--- src/rtl/jtag_reg_bridge_pkg.sv ---
// Shared types, address constants and control-field offsets for the JTAG register bridge.
package jtag_reg_bridge_pkg;

    typedef logic [7:0] addr_t;

    localparam addr_t ADDR_ZERO    = 8'h00;
    localparam addr_t ADDR_ID      = 8'h01;
    localparam addr_t ADDR_RO_BASE = 8'h02;
    localparam addr_t ADDR_ERR     = 8'hFE;

    // Control fields are packed from the MSB of tcr downwards: addr[7:0], wr, autoinc.
    function automatic int addr_msb(input int ctrl_w);
        return ctrl_w - 1;
    endfunction

    function automatic int wr_bit(input int ctrl_w);
        return ctrl_w - 9;
    endfunction

    function automatic int autoinc_bit(input int ctrl_w);
        return ctrl_w - 10;
    endfunction

endpackage

--- src/rtl/jtag_reg_bridge_if.sv ---
// JTAG-side signal bundle of the register bridge; master is the TAP side, slave the bridge.
interface jtag_reg_bridge_if #(
    parameter int DATA_W = 32,
    parameter int CTRL_W = 32
);
    logic              update_dr_i;
    logic              capture_dr_i;
    logic              sel_i;
    logic [CTRL_W-1:0] tcr_i;
    logic [DATA_W-1:0] shift_data_i;
    logic [DATA_W-1:0] shift_data_o;

    modport master (
        output update_dr_i, capture_dr_i, sel_i, tcr_i, shift_data_i,
        input  shift_data_o
    );

    modport slave (
        input  update_dr_i, capture_dr_i, sel_i, tcr_i, shift_data_i,
        output shift_data_o
    );
endinterface

--- src/rtl/jtag_reg_bridge_pulse_sync.sv ---
// jtag_pulse_sync: 2-flop synchroniser plus registered rising-edge detect.
// A rising input edge becomes a single clk-wide pulse three clk cycles later.
module jtag_pulse_sync (
    input  logic clk,
    input  logic trst,
    input  logic async_i,
    output logic pulse_o
);
    logic sync1, sync2, sync3;

    always_ff @(posedge clk or posedge trst) begin
        if (trst) begin
            sync1   <= 1'b0;
            sync2   <= 1'b0;
            sync3   <= 1'b0;
            pulse_o <= 1'b0;
        end else begin
            sync1   <= async_i;
            sync2   <= sync1;
            sync3   <= sync2;
            pulse_o <= sync2 & ~sync3;
        end
    end
endmodule

--- src/rtl/jtag_reg_bridge.sv ---
// JTAG-to-fabric register bridge: ID, RO and RW words plus a clear-on-read error counter.
// Optional address auto-increment pointer enabled by defining JTAG_REG_BRIDGE_AUTOINC_EN.
module jtag_reg_bridge
    import jtag_reg_bridge_pkg::*;
#(
    parameter int                DATA_W    = 32,
    parameter int                CTRL_W    = 32,
    parameter int                NUM_RO    = 4,
    parameter int                NUM_RW    = 4,
    parameter logic [DATA_W-1:0] ID_VALUE  = 'hDEAD_BEEF,
    parameter logic [DATA_W-1:0] RW_RESET  = '0,
    parameter logic [DATA_W-1:0] BAD_VALUE = 'hBEEF_BEEF,
    parameter int                ERR_W     = 8
) (
    input  logic                     clk,
    input  logic                     trst,
    jtag_reg_bridge_if.slave         jtag,
    input  logic [NUM_RO*DATA_W-1:0] ro_data_i,
    output logic [NUM_RW*DATA_W-1:0] rw_data_o,
    output logic [NUM_RW-1:0]        wr_strobe_o,
    output logic                     err_o
);
    localparam int ADDR_MSB = addr_msb(CTRL_W);
    localparam int WR_BIT   = wr_bit(CTRL_W);
    localparam int RO_BASE  = int'(ADDR_RO_BASE);
    localparam int RW_BASE  = RO_BASE + NUM_RO;

    logic upd_p, cap_p;

    jtag_pulse_sync u_upd_sync (
        .clk     (clk),
        .trst    (trst),
        .async_i (jtag.update_dr_i),
        .pulse_o (upd_p)
    );

    jtag_pulse_sync u_cap_sync (
        .clk     (clk),
        .trst    (trst),
        .async_i (jtag.capture_dr_i),
        .pulse_o (cap_p)
    );

    addr_t tcr_addr, eff_addr;
    logic  tcr_wr;
    logic  unused_tcr;

    assign tcr_addr   = jtag.tcr_i[ADDR_MSB -: 8];
    assign tcr_wr     = jtag.tcr_i[WR_BIT];
    assign unused_tcr = ^jtag.tcr_i;

`ifdef JTAG_REG_BRIDGE_AUTOINC_EN
    localparam int AUTOINC_BIT = autoinc_bit(CTRL_W);

    addr_t ptr, last_addr, ptr_eff;
    logic  tcr_autoinc;

    assign tcr_autoinc = jtag.tcr_i[AUTOINC_BIT];
    // A changed base address restarts the burst at offset 0 for this very access.
    assign ptr_eff  = (tcr_autoinc && (tcr_addr == last_addr)) ? ptr : '0;
    assign eff_addr = tcr_addr + ptr_eff;

    always_ff @(posedge clk or posedge trst) begin
        if (trst) begin
            ptr       <= '0;
            last_addr <= '0;
        end else if (upd_p) begin
            last_addr <= tcr_addr;
            ptr       <= (jtag.sel_i && tcr_autoinc) ? ptr_eff + 8'd1 : ptr_eff;
        end
    end
`else
    assign eff_addr = tcr_addr;
`endif

    logic [NUM_RW*DATA_W-1:0] rw_q;
    logic [ERR_W-1:0]         err_cnt;
    logic [DATA_W-1:0]        rd_mux;
    logic [NUM_RW-1:0]        wr_hit;
    logic                     do_write, err_inc, clr_set, clr_pend;

    assign rw_data_o = rw_q;
    assign err_o     = |err_cnt;

    always_comb begin
        rd_mux = BAD_VALUE;
        wr_hit = '0;
        if (eff_addr == ADDR_ZERO) rd_mux = '0;
        if (eff_addr == ADDR_ID)   rd_mux = ID_VALUE;
        if (eff_addr == ADDR_ERR)  rd_mux = DATA_W'(err_cnt);
        for (int k = 0; k < NUM_RO; k++) begin
            if (eff_addr == addr_t'(RO_BASE + k)) rd_mux = ro_data_i[k*DATA_W +: DATA_W];
        end
        for (int k = 0; k < NUM_RW; k++) begin
            if (eff_addr == addr_t'(RW_BASE + k)) begin
                rd_mux    = rw_q[k*DATA_W +: DATA_W];
                wr_hit[k] = 1'b1;
            end
        end
    end

    assign do_write = upd_p && jtag.sel_i && tcr_wr;
    assign err_inc  = do_write && (wr_hit == '0) && (eff_addr != ADDR_ERR);
    assign clr_set  = cap_p && jtag.sel_i && (eff_addr == ADDR_ERR);

    // Clear is delayed a clk so the captured word always holds the pre-clear count.
    always_ff @(posedge clk or posedge trst) begin
        if (trst) begin
            jtag.shift_data_o <= '0;
            wr_strobe_o       <= '0;
            rw_q              <= {NUM_RW{RW_RESET}};
            err_cnt           <= '0;
            clr_pend          <= 1'b0;
        end else begin
            jtag.shift_data_o <= rd_mux;
            wr_strobe_o       <= do_write ? wr_hit : '0;
            clr_pend          <= clr_set;
            for (int k = 0; k < NUM_RW; k++) begin
                if (do_write && wr_hit[k]) rw_q[k*DATA_W +: DATA_W] <= jtag.shift_data_i;
            end
            if (clr_pend)
                err_cnt <= '0;
            else if (err_inc && !(&err_cnt))
                err_cnt <= err_cnt + 1'b1;
        end
    end
endmodule

--- src/flat_wrapper.sv ---
// flat-port wrapper written by rule: the top's interface ports become plain ports
module jtag_reg_bridge_flat import jtag_reg_bridge_pkg::*;
#(
    parameter int                DATA_W    = 32,
    parameter int                CTRL_W    = 32,
    parameter int                NUM_RO    = 4,
    parameter int                NUM_RW    = 4,
    parameter logic [DATA_W-1:0] ID_VALUE  = 'hDEAD_BEEF,
    parameter logic [DATA_W-1:0] RW_RESET  = '0,
    parameter logic [DATA_W-1:0] BAD_VALUE = 'hBEEF_BEEF,
    parameter int                ERR_W     = 8
)
  (clk, trst, ro_data_i, rw_data_o, wr_strobe_o, err_o, jtag_update_dr_i, jtag_capture_dr_i, jtag_sel_i, jtag_tcr_i, jtag_shift_data_i, jtag_shift_data_o);
  jtag_reg_bridge_if #(.DATA_W(DATA_W), .CTRL_W(CTRL_W)) jtag_i ();
  input  logic clk;
  input  logic trst;
  input  logic [NUM_RO*DATA_W-1:0] ro_data_i;
  output logic [NUM_RW*DATA_W-1:0] rw_data_o;
  output logic [NUM_RW-1:0] wr_strobe_o;
  output logic err_o;
  input wire logic [$bits(jtag_i.update_dr_i)-1:0] jtag_update_dr_i;
  input wire logic [$bits(jtag_i.capture_dr_i)-1:0] jtag_capture_dr_i;
  input wire logic [$bits(jtag_i.sel_i)-1:0] jtag_sel_i;
  input wire logic [$bits(jtag_i.tcr_i)-1:0] jtag_tcr_i;
  input wire logic [$bits(jtag_i.shift_data_i)-1:0] jtag_shift_data_i;
  output wire logic [$bits(jtag_i.shift_data_o)-1:0] jtag_shift_data_o;
  assign jtag_i.update_dr_i = jtag_update_dr_i;
  assign jtag_i.capture_dr_i = jtag_capture_dr_i;
  assign jtag_i.sel_i = jtag_sel_i;
  assign jtag_i.tcr_i = jtag_tcr_i;
  assign jtag_i.shift_data_i = jtag_shift_data_i;
  assign jtag_shift_data_o = jtag_i.shift_data_o;
  jtag_reg_bridge #(.DATA_W(DATA_W), .CTRL_W(CTRL_W), .NUM_RO(NUM_RO), .NUM_RW(NUM_RW), .ID_VALUE(ID_VALUE), .RW_RESET(RW_RESET), .BAD_VALUE(BAD_VALUE), .ERR_W(ERR_W)) u_core (.clk(clk), .trst(trst), .jtag(jtag_i), .ro_data_i(ro_data_i), .rw_data_o(rw_data_o), .wr_strobe_o(wr_strobe_o), .err_o(err_o));
endmodule
--- config.mk ---
export PLATFORM = sky130hd
export DESIGN_NAME = jtag_reg_bridge_flat
export DESIGN_NICKNAME = d
export VERILOG_FILES = /design/src/rtl/jtag_reg_bridge_pkg.sv /design/src/rtl/jtag_reg_bridge_if.sv /design/src/rtl/jtag_reg_bridge_pulse_sync.sv /design/src/rtl/jtag_reg_bridge.sv /design/src/flat_wrapper.sv
export SDC_FILE = /design/constraint.sdc
export NUM_CORES = 1
export LEC_CHECK = 0
export BUFFER_PORTS_ARGS = -buffer_cell sky130_fd_sc_hd__buf_2
export CORE_ASPECT_RATIO = 1.5
export CORE_MARGIN = 4
export CORE_UTILIZATION = 45
export DETAILED_ROUTE_END_ITERATION = 7
export PLACE_DENSITY = 0.77
export SETUP_SLACK_MARGIN = 0.4
export SYNTH_ARGS = -nofsm -noshare
export SYNTH_HDL_FRONTEND = slang
export SYNTH_SLANG_ARGS = --single-unit
--- constraint.sdc ---
create_clock -name clk -period 5.5 [get_ports clk]
set_clock_uncertainty 0.15 [all_clocks]
set_input_delay 0.825 -clock clk [delete_from_list [all_inputs] [get_ports clk]]
set_output_delay 0.825 -clock clk [all_outputs]
set_load 0.01 [all_outputs]
==> reports/results.ini <==
[status]
outcome = complete, no violations

[synth]
synthCells = 872
synth_area_um2 = 9528
ys_seq_elements = 181
yosys-top-cells-count = 181 x dfrtp_1, 115 x mux2_2, 76 x o21ai_0, 57 x o22ai_1, 54 x a21oi_1
yosys_warnings = 0
yosys.area.top_type = dfrtp_1
yosysSeqAreaShare_pct = 47.54
synth_edf_count = 0
synthTopCellsByArea = dfrtp_1 48%, mux2_2 14%, mux2_4 4.6%, o21ai_0 4.0%, o22ai_1 3.7%
avgSynthCellArea_um2 = 10.93
synth.most_common_cell = dfrtp_1
synth_cell_types = 57
synthesis.nets = 1071
synthDominantCellAreaShare_pct = 47.54
synthFlopType = dfrtp_1
synthArstFlopShare_pct = 100.0

[route]
wl_per_cell_um = 25.16
drc = 0
ant_nets = 0
firstDrtPassIters = 5
vias = 8894
viasPerCell = 6.130
wl_mm = 36.50
initialDrtViolationCount = 867

[clock_tree]
clock_path_buffers = 2
cts_hold_buf = 0
clk_latency_ns = 0.44
post_cts_resize_count = 0
post_cts_buffers = 0
cts_root_buffer = clkbuf_16
cts.sinks = 181
cts_tree = yes
clkSlewWorstSetupHoldPaths_ns = 0.07
cts_made_buffers = 17
h-tree-depth = 4

[sta]
setup_viol = 0
fin_tns_setup_ns = 0
period_share_pct = 64.85
max_freq_mhz = 280.4
setup_slack_ns = 1.933
slew_headroom_pct = 21.58
period_needed_ns = 3.567
worst_pin_slew_ns = 1.173
slew_violations = 0
final_hold_viol_count = 0
grt_setup_unrepaired = false

[global_route]
antenna_found_initial = 4
overflow = 0
grt_pass1_vias = 9119
grt_max_degree = 182
grt_pass1_wl_mm = 53.86
grtUsageTotal_pct = 30.15

[power_and_ir_drop]
vdd_drop_max_v = 0.0001771
p_per_area_nw_per_um2 = 248.4
total_leakage_power_nw = 6.144

[placed_design]
place.gp.congestion = 0.9094
portBuffers = 338
placed_area_um2 = 11380
pre_cts_ws_ns = 1.575
place_hpwl_mm = 25.88

[floorplanning]
std_cell_rows = 64
start_util_pct = 46.30
io_pins = 362
fp.dieW_um = 126.8
fp.dieArea_um2 = 23610
die_h_um = 186.2
core-area_um2 = 20580

[run]
cap_viol_max_count = 0

[worst_setup_path]
worstPathRequired_ns = 5.69
worstSetupEndpointType = register
crit_start = jtag_tcr_i[26]
worstPathMaxFanout = 39
crit_path_cell_trace = buf_2 > nor2b_4 > nand2_1 > nor2_1 > a22oi_1 > a22oi_1
max_stage_delay_ns = 0.90
rr_startpoint = u_core.u_upd_sync.pulse_o
startpoint_type = input port
critical_path.most_common_cell = a22oi_1
cpMaxStageDelayCell = nor2_1
criticalPathCategory = in2reg
arrival_ns = 3.76

[finish]
nFillCells = 1756
design_area_um2 = 11980
layout.nets = 1371
area_growth_syn_to_layout_pct = 25.78
drive_gt1_share_pct = 46.58
fin_util_pct = 58.23

[worst_hold_path]
hold_class = reg2reg
hp-start = u_core.u_cap_sync.sync1

## final cells by class
type / count / area, um2 / share of cell area, %
multi-input combinational: 607 / 4642 / 38.73
antenna: 2 / 5.005 / 0.04176
tap: 264 / 330.3 / 2.756
clock buffer: 18 / 429.2 / 3.581
clock inverter: 14 / 165.2 / 1.378
sequential: 181 / 4529 / 37.79
inverter: 8 / 33.78 / 0.2819
timing repair buffer: 357 / 1849 / 15.43
## path summary, 6_finish.rpt
kind	slack (ns)	cells past startpoint	to
worst max-delay path	1.93	6	u_core.jtag.shift_data_o[13]
worst max register to register	3.12	4	u_core.rw_data_o[119]
min in group asynchronous	0.51	3	u_core.rw_data_o[8]
max in group asynchronous	3.92	3	u_core.err_cnt[1]
worst min-delay path	0.20	0	u_core.u_cap_sync.sync2
worst min register to register	0.20	0	u_core.u_cap_sync.sync2
## metrics by stage
step                      instances  hold WS (ns)  power, mW
after floorplan                 872        0.1812      1.606
after global routing           1450        0.2155      3.090
final                          1451        0.1994      2.977
after detailed placement       1417        0.1856      1.783
after CTS                      1449        0.2020      2.995
after global placement         1417        0.1829      1.774
## layer usage
metal	routed length (um)	global-route usage, %	share of wire [%]
met1	12710	33.70	35
met2	18330	52.46	50
met3	3082	6.600	8.4
met4	2337	18.51	6.4
met5	44	0	0.12
## worst max-delay path: cells and delay by family
kind	cells	cell delay, ns
compound gates	2	0.49
simple gates	3	1.76
buf+inv	1	0.66
## cells by family (layout without fill, tap and decap cells)
group,after synthesis,after routing,synth area share [%]
compound gates,284,284,18.83
flops,181,181,47.54
mux,169,169,21.31
simple gates,152,152,8.063
buf+inv,84,397,3.992
fa+ha+maj,2,2,0.2626
other cells,0,2,0
## flip-flops by register name (all words and copies together) (netlist names)
signal	count
u_core.u_cap_sync.pulse_o	1
u_core.u_upd_sync.pulse_o	1
u_core.clr_pend	1
u_core.u_cap_sync.sync2	1
u_core.u_cap_sync.sync3	1
u_core.u_upd_sync.sync1	1
u_core.u_upd_sync.sync2	1
u_core.u_upd_sync.sync3	1
u_core.jtag.shift_data_o	32
u_core.err_cnt	8
u_core.rw_data_o	128
u_core.wr_strobe_o	4
u_core.u_cap_sync.sync1	1
## cells in the final DEF, fill, tap and decap left out, drive strengths merged, types with 21 or more instances in the layout
cell type / n
a21oi: 54
mux2: 144
nand2: 37
o22ai: 57
nor2: 41
a22oi: 29
o21ai: 76
dfrtp: 181
buf: 357
mux2i: 21
## power by group
part	switching (mW)	internal (mW)
logic	0.227	0.141
registers	0.0342	1.36
clock network	0.608	0.610
total	0.869	2.11
(Power assumes the default switching activity.)
